--- config.mk ---
export PLATFORM = sky130hd
export DESIGN_NAME = peri_bus_bridge
export DESIGN_NICKNAME = d
export VERILOG_FILES = /design/src/rtl/peri_bus_pkg.sv /design/src/rtl/peri_slot_decode.sv /design/src/rtl/peri_bus_bridge.sv
export SDC_FILE = /design/constraint.sdc
export NUM_CORES = 1
export LEC_CHECK = 0
export ABC_AREA = 1
export CAP_MARGIN = 40
export CORE_ASPECT_RATIO = 0.75
export CORE_UTILIZATION = 39
export DETAILED_ROUTE_END_ITERATION = 10
export PLACE_DENSITY = 0.79
export SYNTH_ARGS = -nofsm -noshare
export SYNTH_HDL_FRONTEND = slang
export SYNTH_HIERARCHICAL = 1
export SYNTH_SLANG_ARGS = --single-unit
export TNS_END_PERCENT = 5
--- constraint.sdc ---
create_clock -name clk -period 1.68 [get_ports clk]
set_input_delay 0.336 -clock clk [delete_from_list [all_inputs] [get_ports clk]]
set_output_delay 0.336 -clock clk [all_outputs]
set_load 0.05 [all_outputs]
--- src/rtl/peri_bus_pkg.sv ---
// -----------------------------------------------------------------------------
// peri_bus_pkg
// Shared types and constants for the peripheral bus bridge and any future
// bus-matrix blocks that reuse the slot decoder.
//   br_state_e  : bridge FSM states
//   peri_req_t  : latched host request (we/be/addr/wdata)
//   ERR_DATA    : default read data returned on error responses
// -----------------------------------------------------------------------------
package peri_bus_pkg;

    typedef enum logic [1:0] {
        BR_IDLE   = 2'd0,
        BR_ACCESS = 2'd1,
        BR_RESP   = 2'd2
    } br_state_e;

    typedef struct packed {
        logic        we;
        logic [3:0]  be;
        logic [31:0] addr;
        logic [31:0] wdata;
    } peri_req_t;

    localparam logic [31:0] ERR_DATA = 32'hBADC_0DE5;

endpackage

--- src/rtl/peri_slot_decode.sv ---
// -----------------------------------------------------------------------------
// peri_slot_decode
// Combinational peripheral address decoder: extracts the slot index from a
// peripheral-relative byte address and flags whether that slot exists.
// Ports:
//   i_addr   in  32        peripheral-relative byte address
//   o_slot   out SlotIdxW  slot index = i_addr[SlotShift +: SlotIdxW]
//   o_mapped out 1         index < NumSlots
// Requires SlotShift >= 1 and SlotShift + SlotIdxW <= 31.
// -----------------------------------------------------------------------------
module peri_slot_decode #(
    parameter int NumSlots  = 4,
    parameter int SlotShift = 12,
    parameter int SlotIdxW  = 4
) (
    input  logic [31:0]         i_addr,
    output logic [SlotIdxW-1:0] o_slot,
    output logic                o_mapped
);

    // In-slot offset and bits above the index field do not affect decoding.
    logic w_unused_addr;

    assign o_slot        = i_addr[SlotShift +: SlotIdxW];
    // Compare at 32 bits so NumSlots larger than the index range maps all.
    assign o_mapped      = ({{(32-SlotIdxW){1'b0}}, o_slot} < 32'(NumSlots));
    assign w_unused_addr = ^{i_addr[31:SlotShift+SlotIdxW], i_addr[SlotShift-1:0]};

endmodule

--- src/rtl/peri_bus_bridge.sv ---
// -----------------------------------------------------------------------------
// peri_bus_bridge
// Bridges one Ibex-style peripheral data request at a time onto NumSlots
// device slots with a req/ready handshake and returns a one-cycle rvalid.
// Unmapped slots (and, with PERI_BRIDGE_TIMEOUT_EN defined, devices that
// stall for TimeoutCycles) complete with ErrData plus an err_o pulse.
// Ports:
//   clk, rst          clock, synchronous active-high reset
//   host_req/we/be/addr/wdata   request from the core
//   host_gnt          combinational accept (IDLE only)
//   host_rvalid/rdata registered response, rdata 0 for writes
//   dev_req           registered one-hot device request
//   dev_we/be/addr/wdata        registered request fields (addr = in-slot offset)
//   dev_ready/rdata   device completion and packed read data (slot i at [32i+:32])
//   err_o             error pulse with the error rvalid
//   err_addr_o        sticky address of the latest error
// Optional macro: PERI_BRIDGE_TIMEOUT_EN (ACCESS stall timeout, TimeoutCycles >= 1).
// -----------------------------------------------------------------------------
module peri_bus_bridge
    import peri_bus_pkg::*;
#(
    parameter int          NumSlots      = 4,
    parameter int          SlotShift     = 12,
    parameter int          SlotIdxW      = 4,
    parameter logic [31:0] ErrData       = ERR_DATA,
    parameter int          TimeoutCycles = 255
) (
    input  logic                   clk,
    input  logic                   rst,
    input  logic                   host_req,
    input  logic                   host_we,
    input  logic [3:0]             host_be,
    input  logic [31:0]            host_addr,
    input  logic [31:0]            host_wdata,
    output logic                   host_gnt,
    output logic                   host_rvalid,
    output logic [31:0]            host_rdata,
    output logic [NumSlots-1:0]    dev_req,
    output logic                   dev_we,
    output logic [3:0]             dev_be,
    output logic [SlotShift-1:0]   dev_addr,
    output logic [31:0]            dev_wdata,
    input  logic [NumSlots-1:0]    dev_ready,
    input  logic [32*NumSlots-1:0] dev_rdata,
    output logic                   err_o,
    output logic [31:0]            err_addr_o
);

    br_state_e             r_state;
    br_state_e             w_state_next;
    peri_req_t             r_req;
    logic [SlotIdxW-1:0]   r_slot;
    logic [NumSlots-1:0]   r_dev_req;
    logic                  r_rvalid;
    logic [31:0]           r_rdata;
    logic                  r_err;
    logic [31:0]           r_err_addr;

    logic [SlotIdxW-1:0]   w_dec_slot;
    logic                  w_dec_mapped;
    logic                  w_accept;
    logic                  w_sel_ready;
    logic [31:0]           w_sel_rdata;
    logic                  w_timeout;
    logic                  w_to_resp;
    logic                  w_resp_err;
    logic [31:0]           w_resp_data;
    logic [31:0]           w_resp_addr;
    logic                  w_dev_en;
    logic [SlotIdxW-1:0]   w_dev_slot;
    logic [NumSlots-1:0]   w_dev_req_next;

    peri_slot_decode #(
        .NumSlots  (NumSlots),
        .SlotShift (SlotShift),
        .SlotIdxW  (SlotIdxW)
    ) u_decode (
        .i_addr   (host_addr),
        .o_slot   (w_dec_slot),
        .o_mapped (w_dec_mapped)
    );

    // Grant is combinational so the core sees acceptance in the request cycle.
    assign w_accept = (r_state == BR_IDLE) && host_req && !rst;

    // Select ready/rdata of the latched slot; other slots' ready is ignored.
    always_comb begin
        w_sel_ready = 1'b0;
        w_sel_rdata = 32'h0000_0000;
        for (int i = 0; i < NumSlots; i++) begin
            w_sel_ready = w_sel_ready | (dev_ready[i] & (r_slot == SlotIdxW'(i)));
            w_sel_rdata = w_sel_rdata | (dev_rdata[i*32 +: 32] & {32{r_slot == SlotIdxW'(i)}});
        end
    end

`ifdef PERI_BRIDGE_TIMEOUT_EN
    localparam int CntW = ($clog2(TimeoutCycles + 1) > 8) ? $clog2(TimeoutCycles + 1) : 8;
    logic [CntW-1:0] r_cnt;

    // Stall counter: zero outside ACCESS, counts ACCESS cycles without ready.
    always_ff @(posedge clk) begin
        if (rst) begin
            r_cnt <= '0;
        end else if (r_state != BR_ACCESS) begin
            r_cnt <= '0;
        end else if (!w_sel_ready) begin
            r_cnt <= r_cnt + CntW'(1);
        end else begin
            r_cnt <= r_cnt;
        end
    end

    // Fires in the TimeoutCycles-th stalled cycle; a same-cycle ready wins.
    assign w_timeout = (r_state == BR_ACCESS) && !w_sel_ready &&
                       (r_cnt == CntW'(TimeoutCycles - 1));
`else
    localparam int unused_timeout_cycles = TimeoutCycles;
    assign w_timeout = 1'b0;
`endif

    // Next-state and response selection for the IDLE/ACCESS/RESP sequence.
    always_comb begin
        w_state_next = r_state;
        w_to_resp    = 1'b0;
        w_resp_err   = 1'b0;
        w_resp_data  = 32'h0000_0000;
        w_resp_addr  = r_req.addr;
        w_dev_en     = 1'b0;
        w_dev_slot   = r_slot;
        case (r_state)
            BR_IDLE: begin
                if (host_req) begin
                    w_resp_addr = host_addr;
                    if (w_dec_mapped) begin
                        w_state_next = BR_ACCESS;
                        w_dev_en     = 1'b1;
                        w_dev_slot   = w_dec_slot;
                    end else begin
                        // Unmapped: skip ACCESS and answer with an error next cycle.
                        w_state_next = BR_RESP;
                        w_to_resp    = 1'b1;
                        w_resp_err   = 1'b1;
                        w_resp_data  = ErrData;
                    end
                end else begin
                    w_state_next = BR_IDLE;
                end
            end
            BR_ACCESS: begin
                if (w_sel_ready) begin
                    w_state_next = BR_RESP;
                    w_to_resp    = 1'b1;
                    w_resp_data  = r_req.we ? 32'h0000_0000 : w_sel_rdata;
                end else if (w_timeout) begin
                    w_state_next = BR_RESP;
                    w_to_resp    = 1'b1;
                    w_resp_err   = 1'b1;
                    w_resp_data  = ErrData;
                end else begin
                    w_state_next = BR_ACCESS;
                    w_dev_en     = 1'b1;
                end
            end
            BR_RESP: begin
                w_state_next = BR_IDLE;
            end
            default: begin
                w_state_next = BR_IDLE;
            end
        endcase
    end

    // One-hot device request for the slot that will be in ACCESS next cycle.
    always_comb begin
        w_dev_req_next = '0;
        for (int i = 0; i < NumSlots; i++) begin
            w_dev_req_next[i] = w_dev_en && (w_dev_slot == SlotIdxW'(i));
        end
    end

    // State, latched request and registered host/device outputs.
    always_ff @(posedge clk) begin
        if (rst) begin
            r_state    <= BR_IDLE;
            r_req      <= '0;
            r_slot     <= '0;
            r_dev_req  <= '0;
            r_rvalid   <= 1'b0;
            r_rdata    <= 32'h0000_0000;
            r_err      <= 1'b0;
            r_err_addr <= 32'h0000_0000;
        end else begin
            r_state   <= w_state_next;
            r_dev_req <= w_dev_req_next;
            r_rvalid  <= w_to_resp;
            r_err     <= w_to_resp & w_resp_err;
            if (w_accept) begin
                r_req.we    <= host_we;
                r_req.be    <= host_be;
                r_req.addr  <= host_addr;
                r_req.wdata <= host_wdata;
                r_slot      <= w_dec_slot;
            end
            // rdata holds between responses; only a response reloads it.
            if (w_to_resp) begin
                r_rdata <= w_resp_data;
            end
            if (w_to_resp && w_resp_err) begin
                r_err_addr <= w_resp_addr;
            end
        end
    end

    assign host_gnt    = w_accept;
    assign host_rvalid = r_rvalid;
    assign host_rdata  = r_rdata;
    assign dev_req     = r_dev_req;
    assign dev_we      = r_req.we;
    assign dev_be      = r_req.be;
    assign dev_addr    = r_req.addr[SlotShift-1:0];
    assign dev_wdata   = r_req.wdata;
    assign err_o       = r_err;
    assign err_addr_o  = r_err_addr;

endmodule

# ---- Yosys cells after proc, flatten, opt, wreduce, memory -nomap -nowiden
# Index checks and enable logic that the tools add are counted.
dict set report word_totals {
  out_inout_bits 120
  elab_cells 68
  reg_bits 145
  input_bits 204
}
dict set report op_classes {
  n_reduce_logical 11
  mux 23
  magnitude_cmp 1
  n_eq_ne 7
  bitwise 15
}
# operator n
set op_table {}
lappend op_table {{32-bit two-way mux} 6}
lappend op_table {{32-bit AND} 4}
lappend op_table {{32-bit bitwise OR} 3}
lappend op_table {{32-bit one-hot mux with 2 select lines} 1}
lappend op_table {{4-bit by 2-bit == test with 1-bit output (second input constant)} 4}
lappend op_table {{4-bit two-way mux} 3}
lappend op_table {{4-bit by 1-bit == test with 1-bit output (second input constant)} 2}
lappend op_table {{4-bit logical NOT} 2}
lappend op_table {{1-bit logical AND} 7}
lappend op_table {{1-bit two-way mux} 7}
lappend op_table {{2-bit two-way mux} 3}
lappend op_table {{1-bit AND} 5}
lappend op_table {{4-bit by 3-bit < comparator with 1-bit output (second input constant)} 1}
lappend op_table {{1-bit one-hot mux with 2 select lines} 2}
lappend op_table {{2-bit one-hot mux with 2 select lines} 1}
lappend op_table {{1-bit bitwise OR} 3}
lappend op_table {{2-bit by 1-bit == test with 1-bit output (second input constant)} 1}
lappend op_table {{2-bit logical NOT} 1}
lappend op_table {{1-bit logical NOT} 1}

# ---- Depth between registers and ports, before layout
dict set report logic_depth {
  depth_word 8
  mapped_depth 10
  ltp_nobuf 9
}

# ---- By module
# Netlist, hierarchy kept.
# mod instances area_per_inst_um2 seq_area_each_um2 cells_per_inst
set modules_own_cells {}
lappend modules_own_cells {peri_bus_bridge 1 5997.0 2482.4 865}
lappend modules_own_cells {peri_slot_decode 1 33.8 0.0 5}

# ---- Worst setup path before layout
# No wires, ideal clock.
dict set report synth_timing {
  kind {reg-to-output}
  startpoint {reg r_state[1]}
  endpoint {out host_gnt}
  setup_slack_ns -0.445
  t_arrival_ns 1.789
  path_stages_with_launch 5
  required_ns 1.344
  n_path_buf 1
  path_cell_list {dfxtp_1 > nor3b_4 > inv_2 > clkbuf_1 > nor2_1}
}
dict set report synth_via {
  elab_chain_len 3
}
# element line
set synth_lines {}
lappend synth_lines {{start: declaration} peri_bus_bridge.sv:49} ;# br_state_e r_state;
lappend synth_lines {{start signal: assignment} peri_bus_bridge.sv:193} ;# r_state <= w_state_next;
lappend synth_lines {{2-bit logical NOT} peri_bus_bridge.sv:84} ;# assign w_accept = (r_state == BR_IDLE) && host_req && !rst;
lappend synth_lines {{1-bit logical AND (2 in series)} peri_bus_bridge.sv:84}
lappend synth_lines {{end: declaration} peri_bus_bridge.sv:35} ;# output logic host_gnt,
# Every way passes these cells.

# ---- Worst setup path in the final report
# Ends and elaborated chain as after synthesis.

==> flow_summary.ini <==
[sta]
period_needed_ns = 1.652
worstMarginPinSlew_ns = 0.3648
slew_violations = 0
fin_ws_ns = 0.02780
setup-violations-final = 0
slew-limit-headroom_pct = 75.68
timing.final.crit_share_pct = 98.35
rsz0062_at_grt = true
fmax_ghz = 0.6053
skew_ns = 0.01082
hold_violations = 0

[floorplanning]
die_height_um = 109.7
start_util_pct = 40.79
core_um2 = 14790
die_area_um2 = 15970
die_w_um = 145.6
io_pins = 324
num_rows = 38

[route]
drc = 0
vias_per_cell = 4.966
drt_iter0_drc = 381
wl_per_cell_um = 15.54
vias = 6699
dr.pass1.iters = 5
route.antenna.remaining_nets = 0
wl_um = 20960

[final_layout]
final_area_um2 = 9628
layout.cells.most_common = nand3_1
diodes = 0
drive_gt1_share_pct = 18.97
final_cells = 1349
nNetsFinal = 1340
fillerInstances = 1318
areaGrowthSynthToFinish_pct = 59.65
layout_common_cells = nand3_1 (204), clkdlybuf4s50_1 (202), buf_4 (155)
fin_util_pct = 65.11

[synthesis]
syn_area_um2 = 6031
synth_compound_area_share_pct = 9.689
synth_top_area_cell = dfxtp_1
synth_top_area_share_pct = 41.16
yosys_register_bits = 124
ys_seq_area_share_pct = 41.16
synth.area.top_cells = dfxtp_1 (41%), nand3_1 (17%), nor2_1 (7.7%), nand2_1 (6.7%), buf_4 (6.6%)
synthMuxAreaShare_pct = 0
synth_top_family_by_area = simple AND/OR/NAND/NOR gates
synth-simple-area-share_pct = 34.50
avgSynthCellArea_um2 = 6.932
netlist_instances = 870
synth-xor-area-share_pct = 0
yosys.area_share.adder_pct = 0
yosysWarnings = 6
ys_types = 23
syn-num-nets = 1074

[grt]
grt_pass1_wl_um = 32800
grt_max_degree = 66
grt.busiest_layer = met2
grt_pass1_vias = 6492
grt_use_met2_pct = 43.89
grtUsageMet3_pct = 7.137
track_usage_pct = 26.21
grt_overflow_total = 0
globalRouteMet1Util_pct = 32.03
antenna_found_initial = 0

[power_and_ir_drop]
power_density_nw_per_um2 = 1024
peakVddDrop_mv = 0.6761
p_leak_nw = 4.326
finalPower_mw = 9.859

[min_path]
min_path_cells = 2
min_from = host_rdata[28]$_SDFFE_PP0P_
hp-class = flip-flop to flip-flop

[clocking]
cts_buffer_depth = 2
clock_latency_ns = 0.41
clock-root-buffer = clkbuf_16
path_clk_slew_ns = 0.06
cts_inserted_buffers = 17
htreeDepth = 4
cts.sinks = 124
hold_buffers = 0
cts_tree = done

[setup_path]
cp.arrival_ns = 1.32
crit_buf_inv = 2
crit_type = flip-flop to primary output
crit_chain = nor3b_4 -> inv_2 -> nor2_4 -> buf_12
r2r_slack_ns = 0.06
r2r_start = r_slot[2]$_SDFFE_PP0P_
rr_worst_depth = 9
crit_required_ns = 1.34
path_delay_family = flip-flops
path_max_fanout = 3
slowest_stage = dfxtp_2
worst_setup_path_start_kind = flip-flop
crit_path_end_kind = primary output
path_depth = 4
cpPeakStageDelay_ns = 0.34
crit_start = r_state[1]$_SDFF_PP0_

[outcome]
status = finished, final reports clean

[placed_design]
dp_worst_setup_slack_ns = -0.2344
place.gp.congestion = 0.9255
port_buffers = 323
dp_hpwl_um = 15640
placed_area_um2 = 9025
dp_cells = 1314

[job]
maxCapViolCount = 0
[synthesized netlist by cell type, drive strengths merged]
master,count
dfxtp,124
a21oi,19
buf,88
a211oi,13
nor3,1
nor3b,1
nand2,109
nand3,204
o21ai,76
nor2,127
inv,49
clkbuf,36
nand4,21
and2,1
o31ai,1
[path summary, 6_finish.rpt]
check                                endpoint
hold / removal    host_rdata[28]$_SDFFE_PP0P_
hold reg to reg   host_rdata[28]$_SDFFE_PP0P_
setup / recovery                     host_gnt
setup reg to reg  host_rdata[13]$_SDFFE_PP0P_
[sequential cells by signal, indices dropped and copies added, names as in the netlist]
name / count
r_slot: 4
dev_wdata: 32
r_state: 2
host_rdata: 32
dev_we: 1
dev_be: 4
dev_req: 4
err_o: 1
err_addr_o: 32
dev_addr: 12
[repair_timing]
item,in CTS,in global routing
gates cloned,0,0
endpoints found under the setup margin,1,69
resized for setup,1,6
buffers inserted,4,0
pin swaps,1,2
[routing by layer]
layer,wire length (um),vias up
li1,-,3372
met1,9002,3042
met2,9868,250
met3,1606,35
met4,485,0
met5,0,-
[stage by stage]
step                hold WS, ns  TNS, ns
floorplan                0.4485        0
global placement         0.4577   -9.882
detailed placement       0.4642   -14.37
CTS                      0.4595        0
global route             0.4854  -0.7250
finish                   0.4661        0
[report_power, final]
part	internal [mW]	total [mW]	switching, mW
sequential	3.18	3.33	0.143
combinational	1.17	2.96	1.79
clock	2.26	3.57	1.31
[area by class of cell]
| type | instances | area [um2] | share of cell area [%] |
|---|---|---|---|
| clock buffers | 22 | 464.2 | 4.821 |
| clock inverters | 10 | 115.1 | 1.196 |
| inverters | 49 | 185.2 | 1.923 |
| multi-input cells | 573 | 2690 | 27.94 |
| flip-flops and latches | 124 | 2486 | 25.82 |
| well taps | 200 | 250.2 | 2.599 |
| repair buffers | 371 | 3437 | 35.70 |
[kinds of logic (layout without fill, tap and decap cells)]
kind of cell           Yosys count  count (layout)
DFF                            124             124
buffers and inverters          173             452
and+or+nand+nor                464             464
AOI/OAI and AO/OA              109             109
[worst register-to-register path, stage by stage, from the launching register on]
cell and delay, ns:
dfxtp_1 0.35, nor2_4 0.23, buf_12 0.23, buf_6 0.16
nand3_1 0.09, nand2_1 0.07, nor2_1 0.04, nor2_1 0.13
nand3_1 0.09, a21oi_1 0.16
Power figures use the tool's default switching activity.
